===== config.mk =====
export PLATFORM = sky130hd
export DESIGN_NAME = pll_phase_ctrl
export DESIGN_NICKNAME = d
export VERILOG_FILES = /design/src/rtl/pll_phase_ctrl.sv
export SDC_FILE = /design/constraint.sdc
export NUM_CORES = 1
export LEC_CHECK = 0
export ABC_AREA = 0
export BUFFER_PORTS_ARGS = -buffer_cell sky130_fd_sc_hd__buf_2
export CORE_MARGIN = 2
export CORE_UTILIZATION = 53
export DETAILED_ROUTE_END_ITERATION = 16
export HOLD_SLACK_MARGIN = 0.06
export PLACE_DENSITY_LB_ADDON = 0.05
export SYNTH_ARGS = -nofsm -noshare
export SYNTH_HDL_FRONTEND = slang
export SYNTH_SLANG_ARGS = --single-unit

===== constraint.sdc =====
create_clock -name clkin1 -period 1.9 [get_ports clkin1]
set_input_delay 0.095 -clock clkin1 [delete_from_list [all_inputs] [get_ports clkin1]]
set_output_delay 0.095 -clock clkin1 [all_outputs]
set_load 0.1 [all_outputs]

===== src/rtl/pll_phase_ctrl.sv =====
// PLL supervisor and dynamic phase-step controller: owns PLL RST, qualifies LOCK,
// retries on timeout when PLL_AUTO_RETRY_EN is defined, and sequences PHASE_STEP_N pulses.
module pll_phase_ctrl #(
  parameter int NUM_CH       = 3,
  parameter int RST_HOLD     = 16,
  parameter int LOCK_FILT    = 1024,
  parameter int LOCK_TIMEOUT = 65536,
  parameter int STEP_W       = 8,
  parameter int STEP_GAP     = 4
) (
  input  logic              clkin1,
  input  logic              pll_rst,
  input  logic              pll_lock,
  output logic              pll_rst_o,
  output logic              locked,
  output logic              sys_rst,
  output logic              lock_fail,
  output logic [3:0]        retry_cnt,
  input  logic              ph_req,
  input  logic [2:0]        ph_ch,
  input  logic              ph_dir,
  input  logic [STEP_W-1:0] ph_steps,
  output logic              ph_ack,
  output logic              ph_busy,
  output logic              ph_done,
  output logic              ph_err,
  output logic [2:0]        phase_sel,
  output logic              phase_dir,
  output logic              phase_step_n
);

  localparam int CNT_MAX = (RST_HOLD > STEP_GAP) ? RST_HOLD : STEP_GAP;
  localparam int CNT_W   = $clog2(CNT_MAX + 1);
  localparam int FILT_W  = $clog2(LOCK_FILT + 1);
  localparam int TMO_W   = $clog2(LOCK_TIMEOUT + 1);

  localparam logic [CNT_W-1:0]  HOLD_LAST = CNT_W'(RST_HOLD - 1);
  localparam logic [CNT_W-1:0]  GAP_LAST  = CNT_W'(STEP_GAP - 1);
  localparam logic [FILT_W-1:0] FILT_LAST = FILT_W'(LOCK_FILT - 1);
  localparam logic [TMO_W-1:0]  TMO_LAST  = TMO_W'(LOCK_TIMEOUT - 1);
  localparam logic [3:0]        NUM_CH_L  = 4'(NUM_CH);

  typedef enum logic [2:0] {
    S_RESET, S_WAIT_LOCK, S_LOCKED, S_STEP_LO, S_STEP_GAP, S_FAIL
  } state_t;

`ifdef PLL_AUTO_RETRY_EN
  function automatic logic [3:0] sat_inc4(input logic [3:0] v);
    return (v == 4'hF) ? v : v + 4'd1;
  endfunction
`endif

  logic              r_lock_meta, r_lock_s;
  state_t            r_state, w_state;
  logic [CNT_W-1:0]  r_cnt, w_cnt;
  logic [FILT_W-1:0] r_filt, w_filt;
  logic [TMO_W-1:0]  r_tmo, w_tmo;
  logic              r_ack, w_ack, r_done, w_done, r_err, w_err;
  logic [2:0]        r_sel, w_sel;
  logic              r_dir, w_dir;
  logic              r_fail, w_fail;
  logic [3:0]        r_retry, w_retry;
  logic              r_step_n;
  logic [STEP_W-1:0] r_remain;
  logic              w_load, w_dec;

  always_comb begin
    w_state = r_state;
    w_cnt   = r_cnt;
    w_filt  = r_filt;
    w_tmo   = r_tmo;
    w_ack   = 1'b0;
    w_done  = 1'b0;
    w_err   = 1'b0;
    w_sel   = r_sel;
    w_dir   = r_dir;
    w_fail  = r_fail;
    w_retry = r_retry;
    w_load  = 1'b0;
    w_dec   = 1'b0;
    case (r_state)
      S_RESET: begin
        if (r_cnt == HOLD_LAST) begin
          w_state = S_WAIT_LOCK;
          w_filt  = '0;
          w_tmo   = '0;
        end else begin
          w_cnt = r_cnt + CNT_W'(1);
        end
      end
      S_WAIT_LOCK: begin
        w_filt = r_lock_s ? r_filt + FILT_W'(1) : '0;
        w_tmo  = r_tmo + TMO_W'(1);
        if (r_lock_s && (r_filt == FILT_LAST)) begin
          w_state = S_LOCKED;
        end else if (r_tmo == TMO_LAST) begin
          w_fail = 1'b1;
`ifdef PLL_AUTO_RETRY_EN
          w_retry = sat_inc4(r_retry);
          w_state = S_RESET;
          w_cnt   = '0;
`else
          w_state = S_FAIL;
`endif
        end
      end
      S_LOCKED: begin
        if (!r_lock_s) begin
          w_state = S_RESET;
          w_cnt   = '0;
        end else if (ph_req) begin
          if ({1'b0, ph_ch} >= NUM_CH_L) begin
            w_err = 1'b1;
          end else if (ph_steps == '0) begin
            w_ack  = 1'b1;
            w_done = 1'b1;
          end else begin
            w_ack   = 1'b1;
            w_sel   = ph_ch;
            w_dir   = ph_dir;
            w_load  = 1'b1;
            w_state = S_STEP_LO;
          end
        end
      end
      S_STEP_LO: begin
        if (!r_lock_s) begin
          w_state = S_RESET;
          w_cnt   = '0;
          w_err   = 1'b1;
        end else begin
          w_state = S_STEP_GAP;
          w_cnt   = '0;
        end
      end
      S_STEP_GAP: begin
        if (!r_lock_s) begin
          w_state = S_RESET;
          w_cnt   = '0;
          w_err   = 1'b1;
        end else if (r_cnt == GAP_LAST) begin
          if (r_remain == STEP_W'(1)) begin
            w_state = S_LOCKED;
            w_done  = 1'b1;
          end else begin
            w_state = S_STEP_LO;
            w_dec   = 1'b1;
          end
        end else begin
          w_cnt = r_cnt + CNT_W'(1);
        end
      end
      S_FAIL: begin
        w_state = S_FAIL;
      end
      default: begin
        w_state = S_RESET;
        w_cnt   = '0;
      end
    endcase
  end

  // Register stage: synchroniser, FSM state, counters and pulse outputs
  always_ff @(posedge clkin1 or posedge pll_rst) begin
    if (pll_rst) begin
      r_lock_meta <= 1'b0;
      r_lock_s    <= 1'b0;
      r_state     <= S_RESET;
      r_cnt       <= '0;
      r_filt      <= '0;
      r_tmo       <= '0;
      r_ack       <= 1'b0;
      r_done      <= 1'b0;
      r_err       <= 1'b0;
      r_sel       <= 3'd0;
      r_dir       <= 1'b0;
      r_fail      <= 1'b0;
      r_retry     <= 4'd0;
      r_step_n    <= 1'b1;
    end else begin
      r_lock_meta <= pll_lock;
      r_lock_s    <= r_lock_meta;
      r_state     <= w_state;
      r_cnt       <= w_cnt;
      r_filt      <= w_filt;
      r_tmo       <= w_tmo;
      r_ack       <= w_ack;
      r_done      <= w_done;
      r_err       <= w_err;
      r_sel       <= w_sel;
      r_dir       <= w_dir;
      r_fail      <= w_fail;
      r_retry     <= w_retry;
      // Low pulse trails STEP_LO by one cycle so it lands after the ack; a lock loss suppresses it
      r_step_n    <= ~((r_state == S_STEP_LO) & r_lock_s);
    end
  end

  always_ff @(posedge clkin1) begin
    if (w_load) begin
      r_remain <= ph_steps;
    end else if (w_dec) begin
      r_remain <= r_remain - STEP_W'(1);
    end
  end

  assign locked       = (r_state == S_LOCKED) || (r_state == S_STEP_LO) || (r_state == S_STEP_GAP);
  assign sys_rst      = ~locked;
  assign pll_rst_o    = (r_state == S_RESET) || (r_state == S_FAIL);
  assign ph_busy      = (r_state == S_STEP_LO) || (r_state == S_STEP_GAP);
  assign ph_ack       = r_ack;
  assign ph_done      = r_done;
  assign ph_err       = r_err;
  assign phase_sel    = r_sel;
  assign phase_dir    = r_dir;
  assign phase_step_n = r_step_n;
  assign lock_fail    = r_fail;
  assign retry_cnt    = r_retry;

endmodule


Yosys cells after proc, flatten, opt, wreduce, memory -nomap -nowiden
Index checks and enable logic that the tools add are counted.
{ "totals": {"regBits": 55, "latchBits": 0, "ram_bits": 0, "rom_bits": 0, "output_inout_bits": 17, "mem_count": 0} }
{ "classes": {"addsub": 4, "multipliers": 0, "div_mod_pow": 0, "n_lt_le_gt_ge": 1, "n_eq_ne": 19, "n_shift": 0, "muxes": 50, "bitwise_logic": 7, "n_reduce_logical": 16} }
{ "ops": {"columns": ["operator", "n"], "rows": [
  ["one-hot mux 17 bit (2 select lines)", 1],
  ["2-to-1 mux 3 bit", 10],
  ["2-to-1 mux 1 bit", 25],
  ["2-to-1 mux 11 bit", 2],
  ["one-hot mux 11 bit (2 select lines)", 1],
  ["2-to-1 mux 5 bit", 4],
  ["one-hot mux 5 bit (4 select lines)", 1],
  ["!= test 3 bit, second input constant", 6],
  ["one-hot mux 3 bit (6 select lines)", 1],
  ["adder 17 x 1 -> 17 bit, second input constant", 1],
  ["== test 17 x 16 -> 1 bit, second input constant", 1],
  ["2-to-1 mux 17 bit", 1],
  ["2-to-1 mux 8 bit", 2],
  ["adder 11 x 1 -> 11 bit, second input constant", 1],
  ["== test 11 x 10 -> 1 bit, second input constant", 1],
  ["== test 8 x 1 -> 1 bit, second input constant", 1],
  ["logical NOT 8 bit", 1],
  ["subtractor 8 x 1 -> 8 bit, second input constant", 1],
  ["== test 3 x 2 -> 1 bit, second input constant", 2],
  ["== test 3 bit, second input constant", 2],
  ["!= test 2 bit, second input constant", 3],
  ["NOT 1 bit", 6],
  ["AND reduction 6 bit", 1],
  ["adder 5 x 1 -> 5 bit, second input constant", 1],
  ["15 further kinds", 21]
]} }

Logic depth before layout (Yosys ltp)
Gate-level depths: netlist (run 1).
{ "depth": {"ltp_word": 7, "mapped_depth": 9, "ltp_nobuf": 7} }

Worst setup path after synthesis (run 1)
Ideal clock, no wire load.
{ "synth_path": {"path_type": "reg-to-output", "startpoint": "register r_state[0]", "endpoint": "output port pll_rst_o", "t_arrival_ns": 2.776, "required_time_ns": 1.805, "setup_slack_ns": -0.971, "stages_incl_launch_ff": 4, "path_buffers": 1, "path_cell_list": "dfrtp_1 -> buf_2 -> nor2b_1 -> nor3_1"} }
{ "synth_between": {"elab_chain_cells": 2, "elab_cells_between_ends": 3} }
{ "synth_lines": {"columns": ["item", "line", "rtl"], "rows": [
  ["start: declaration", "54", "state_t r_state, w_state;"],
  ["start signal: assignment", "183", "r_state <= w_state;"],
  ["== test 3 bit / logical NOT 3 bit (equally long branches)", "209", "assign pll_rst_o = (r_state == S_RESET) || (r_state == S_FAIL);"],
  ["logical OR 1 bit *", "209", null],
  ["end: declaration", "14", "output logic pll_rst_o,"]
]} }
Mark *: on every way between the ends. The rest lies on a longest branch, timed or not.

Worst setup path after layout (run 1)
{ "layout_path": {"startpoint": "register r_cnt[1]", "endpoint": "register r_cnt[4]"} }
{ "layout_between": {"elab_chain_cells": 4, "elab_cells_between_ends": 10} }
{ "layout_lines": {"columns": ["item", "line", "rtl"], "rows": [
  ["start: declaration", "55", "logic [CNT_W-1:0] r_cnt, w_cnt;"],
  ["start signal: assignment", "184", "r_cnt <= w_cnt;"],
  ["adder 5 x 1 -> 5 bit", "88, 150", null],
  ["2-to-1 mux 5 bit", "141", "end else if (r_cnt == GAP_LAST) begin"],
  ["2-to-1 mux 5 bit", "137", "if (!r_lock_s) begin"],
  ["one-hot mux 5 bit (4 select lines)", "81", "case (r_state)"]
]} }
Several ways; a longest one is shown, not always the timed one. The select of a mux whose other input is x is not followed.
A chain may end at the register's enable or synchronous reset.

==> results of run 1 <==
[state kept, by name, indices dropped and copies added, names as in the netlist, 3 cells and up]
register   count
r_state        3
r_filt        11
r_remain       8
r_tmo         17
phase_sel      3
r_cnt          5
[how the worst max path moves through the flow]
stage	slack, ps	to	cells after the start	from
finish	-60	r_cnt[4]	8	r_cnt[1]
global route	-130	r_filt[8]	8	r_cnt[1]
CTS	-70	r_filt[1]	7	r_cnt[0]
detailed placement	-160	r_filt[2]	8	r_cnt[0]
global placement	-130	r_tmo[4]	8	r_cnt[1]
floorplan	-150	r_filt[8]	9	r_cnt[0]
[layout by cell type, fill, tap and decap left out, types with 8 or more instances in the layout]
cell / count
buf_4: 37
nand2_1: 28
nor2_1: 20
edfxtp_1: 8
inv_1: 11
a21oi_1: 8
mux2i_1: 8
o21ai_2: 8
dfrtp_1: 45
o21ai_1: 13
nand3_1: 11
buf_2: 25
xnor2_1: 8
[through the flow]
step / hold WS [ps] / util, % / area, sq um / power, mW
floorplan: 126 / - / 3050 / 1.31
global placement: 173 / 64.3 / 3520 / 1.35
detailed placement: 172 / 64.3 / 3520 / 1.35
CTS: 60.5 / 67.5 / 3700 / 2.03
global route: 77.0 / 71.6 / 3920 / 2.10
finish: 71.8 / 71.6 / 3920 / 2.02
[kinds of logic after synthesis]
kind of cell	synth area share [%]
compound gates	15.3
xor+xnor	2.35
fa+ha+maj	2.93
buf+inv	4.69
flops	47.5
mux	6.08
other cells	0.126
simple gates	21.0
[final cells by class]
| class | instances | area [sq um] |
|---|---|---|
| clock inverter | 2 | 16.3 |
| clock buffer | 6 | 72.6 |
| fill | 410 | 1560 |
| tap | 72 | 90.1 |
| sequential | 55 | 1420 |
| inverter | 13 | 52.6 |
| timing repair buffer | 78 | 652 |
| multi-input combinational | 219 | 1620 |
[worst max-delay path: stages (launching register included)]
cell       delay [ps]
dfrtp_1           420
ha_4              180
and3_4            180
ha_4              150
buf_4             120
buf_4             130
a2bb2oi_1         130
o22a_1            200
mux2_2            340
[power breakdown]
part | total [mW] | switching, mW | internal [mW]
Combinational | 0.146 | 0.0962 | 0.0500
Clock | 0.675 | 0.409 | 0.266
Sequential | 1.20 | 0.00421 | 1.20
Total | 2.02 | 0.509 | 1.51
[per-layer routing]
layer  vias to the layer above  share of wire, %  GRT usage (%)
li1                       1235                 -              -
met1                      1189                46           30.8
met2                        40                49           35.9
met3                         9               3.0           4.32
met4                         0               1.5           8.10
met5                         -                 0              0
[what timing repair did]
item | CTS | global route
pin swaps | 3 | 13
hold endpoints to repair | 27 | 0
gates resized for setup | 12 | 35
hold buffers | 5 | 0
endpoints found under the setup margin | 18 | 46
setup buffers | 1 | 5
cloned | 0 | 2
==> reports/results.ini, run 1 <==
[status]
status=finished with violations
violations=setup timing

[critical_path]
worst_r2r_endpoint=r_cnt[4]
start_kind=register
reg2reg_depth=8
critPathCaptureType=register
timing.rr.start=r_cnt[1]
critPathKind=reg2reg
required_ps=2110
crit_arrival_ps=2160
worstPathMaxFanout=4
r2r_slack_ps=-60

[timing]
setup_slack_ps=-58.6
rsz0062_at_grt=yes
setup_viol=13
maxSlewViolCount=0
post-route-period-util_pct=103
finalCriticalPeriod_ps=1960
timing.fmax_mhz=511
worstMarginPinSlew_ps=543
setup_tns_ps=-571
slew_headroom_pct=63.8
finalHoldViolCount=0
clock_skew_ps=5.91

[route]
dr.first_iter.drc_count=177
wirelength_um=6750
firstDrtPassIters=6
num_vias=2473
postRouteAntennaNets=0
viasPerCell=5.56
route.detailed.drc=0
wl_per_cell_um=15.2

[clock_tree]
path_clk_slew_ps=100
cts.sinks=55
root_buffer=clkbuf_8
max-clock-path-buffers=2
h-tree-depth=2
worstSkewPairLatency_ps=310
cts_tree=built
cts_made_buffers=5

[logic_synthesis]
ys.flop_type=dfrtp_1
synth-edff-count=8
ys_seq_area_share_pct=47.5
syn_area_per_cell_sq_um=9.95
ys_seq_elements=55
yosys-top-cells-count=dfrtp_1 (46), nand2_1 (34), nor2_1 (20)
syn_area_sq_um=2990
synthArstFlopShare_pct=85.5
yosysMostFrequentCell=dfrtp_1
netlist_instances=300
yosys_warnings=0
synth_top_area_share_pct=38.6
yosys.area.top_type=dfrtp_1
synth_cell_types=61
synth_area_leaders=dfrtp_1 (39%), edfxtp_1 (8.0%), nand2_1 (4.3%), ha_1 (2.9%), mux2i_1 (2.7%)

[global_route]
grt_pass1_wl_um=11000
grt_start_max_net_pins=25
overflow=0
grt_pass1_vias=2349
globalRouteTotalUtil_pct=22.5
antenna_found_initial=0

[floorplan]
die_area_sq_um=6250
core_area_sq_um=5470
fp-row-count=27
start_util_pct=54.5
die_height_um=79.1
die_w_um=79.1
boundaryPins=33

[cells_and_area]
final_cell_count_no_fill=445
nets=395
layout-drive-gt1-share_pct=35.7
diodes=0
syn_to_final_growth_pct=31.2

[placement]
place_ws_ps=-158
finalWeightedCongestion=0.847
io_buffer_count=28
hpwl_um=4660
dp.cells=424

[worst_hold_path]
holdPathStages=3
min_path_type=in2reg
min_to=r_remain[4]
worstHoldStart=ph_steps[4]

[power_and_ir_drop]
powerDensity_nw_per_um2=516
leakagePower_nw=1.74
ir_drop_mv=0.330

[run]
drv_cap=0

Power figures use the tool's default switching activity.
==> run 2: changes to the inputs <==
--- a/config.mk
+++ b/config.mk
@@ -9,6 +9,7 @@
 export BUFFER_PORTS_ARGS = -buffer_cell sky130_fd_sc_hd__buf_2
 export CORE_MARGIN = 2
 export CORE_UTILIZATION = 53
+export CTS_BUF_LIST = sky130_fd_sc_hd__clkbuf_16
 export DETAILED_ROUTE_END_ITERATION = 16
 export HOLD_SLACK_MARGIN = 0.06
 export PLACE_DENSITY_LB_ADDON = 0.05
==> run 2 against run 1 <==
Compared with the run above: the run still ends with setup timing left; combinational power shrank 5%; sequential share of layout area decreased by 0.23 points; global-route usage decreased by 0.098 points; clock-buffer cell count fell by 1; fmax rose by 0.54%; total power increased by 12%; worst hold slack better by 21 ps; cell area up 0.54%; sequential power is essentially flat; routed wire length down 2.2%.
==> reports/results.ini, run 2 (synthesis gave the netlist of run 1 again) <==
[clock_tree]
max-clock-path-buffers=2
root_buffer=clkbuf_16
cts_tree=built
h-tree-depth=2
path_clk_slew_ps=70
cts_made_buffers=5
worstSkewPairLatency_ps=300
cts.sinks=55

[cells_and_area]
diodes=0
final_cell_mix=dfrtp_1 (46), buf_4 (35), nand2_1 (29)
syn_to_final_growth_pct=31.9
top_regs=r_tmo (17), r_filt (11), r_remain (8)
layout-drive-gt1-share_pct=34.3
nets=392
largest_reg_flops=17
final_cell_count_no_fill=442
final_common_cell=dfrtp_1
regMostFlops=r_tmo
post-route-util_pct=72.0

[timing]
clock_skew_ps=6.21
worstMarginPinSlew_ps=537
post-route-period-util_pct=103
rsz0062_at_grt=yes
slew_headroom_pct=64.2
finalCriticalPeriod_ps=1950
setup_viol=12
fin_hold_ws_ps=92.8
timing.fmax_mhz=513
maxSlewViolCount=0
finalHoldViolCount=0
setup_slack_ps=-48.1

[critical_path]
required_ps=2080
critPathCaptureType=register
start_kind=register
path_cells=ha_4 -> and3_4 -> ha_4 -> or4b_4 -> and2_4 -> clkbuf_16 -> o21ai_2 -> o21ai_1
critPathKind=reg2reg
cp_slowest_cell=or4b_4
cpPeakStageDelay_ps=460
crit_top_cell=ha_4
cp_top_family=simple AND/OR/NAND/NOR gates
cp_num_buf_inv=1
worstPathMaxFanout=5
crit_arrival_ps=2130

[global_route]
grt_start_max_net_pins=25
globalRouteTotalUtil_pct=22.4
overflow=0
grt_pass1_wl_um=11000
antenna_found_initial=0
grt_pass1_vias=2346

[route]
wirelength_um=6610
firstDrtPassIters=4
num_vias=2469
route.detailed.drc=0
viasPerCell=5.59
wl_per_cell_um=14.9
dr.first_iter.drc_count=179
postRouteAntennaNets=0

[floorplan]
core_area_sq_um=5470
die_height_um=79.1
start_util_pct=54.5
die_area_sq_um=6250
die_w_um=79.1
fp-row-count=27
boundaryPins=33

[status]
status=finished with violations
violations=setup timing

[placement]
finalWeightedCongestion=0.847
dp.cells=424
hpwl_um=4660
io_buffer_count=28

[power_and_ir_drop]
ir_drop_mv=0.371
leakagePower_nw=1.76
powerDensity_nw_per_um2=574

[worst_hold_path]
min_path_type=in2reg

[run]
drv_cap=0

-- run 2: cell types whose count changed in the layout (fill, tap and decap cells not counted), sizes merged --
cell	change
buf	-3
clkbuf	-1
inv	+1
-- run 2: routing by layer --
layer	track usage, %	vias to the layer above	part of all wire, %
li1	-	1223	-
met1	30.4	1193	46
met2	36.8	43	50
met3	2.95	10	2.5
met4	8.62	0	1.8
met5	0	-	0
-- run 2: path summary, 6_finish.rpt --
kind                        startpoint           end  slack (ps)  depth (start not counted)
min in group asynchronous      pll_rst     r_filt[3]         390                          3
max reg2reg                   r_cnt[1]      r_tmo[4]         -50                          8
min reg2reg                r_lock_meta      r_lock_s         360                          0
min                        ph_steps[4]   r_remain[4]          90                          3
max                           r_cnt[1]      r_tmo[4]         -50                          8
max in group asynchronous      pll_rst  phase_step_n         910                          4
-- run 2: stage by stage --
stage | setup slack, ps | setup TNS (ps) | instance area [sq um] | power (mW)
6_report | -48.1 | -449 | 3940 | 2.26
4_1_cts | -71.6 | -587 | 3750 | 2.27
3_5_place_dp | -158 | -1820 | 3520 | 1.35
2_1_floorplan | -153 | -1690 | 3050 | 1.31
5_1_grt | -133 | -1830 | 3940 | 2.34
3_3_place_gp | -128 | -1240 | 3520 | 1.35
-- run 2: final cells by class --
type                            instances  area [sq um]
Clock buffer                            5           125
Clock inverter                          3          20.0
Fill cell                             419          1530
Inverter                               13          52.6
Multi-Input combinational cell        219          1610
Sequential cell                        55          1420
Tap cell                               72          90.1
Timing Repair Buffer                   75           626
-- run 2: where the power goes --
group	total (mW)	internal [mW]	switching (mW)
clock network	0.921	0.490	0.431
logic	0.139	0.0456	0.0936
registers	1.20	1.20	0.00401
-- run 2: what timing repair did --
| item | CTS | global route |
|---|---|---|
| endpoints found under the setup margin | 18 | 41 |
| pin swaps | 3 | 11 |
| gates cloned | 0 | 2 |
| hold buffers | 5 | 0 |
| endpoints found under the hold margin | 27 | 0 |
| setup buffers | 1 | 2 |
| resized for setup | 12 | 31 |
-- run 2: worst reg2reg max path: stages (launching register included) --
cell and delay (ps):
dfrtp_1 390, ha_4 160, and3_4 190, ha_4 120, or4b_4 460, and2_4 190
clkbuf_16 160, o21ai_2 100, o21ai_1 70
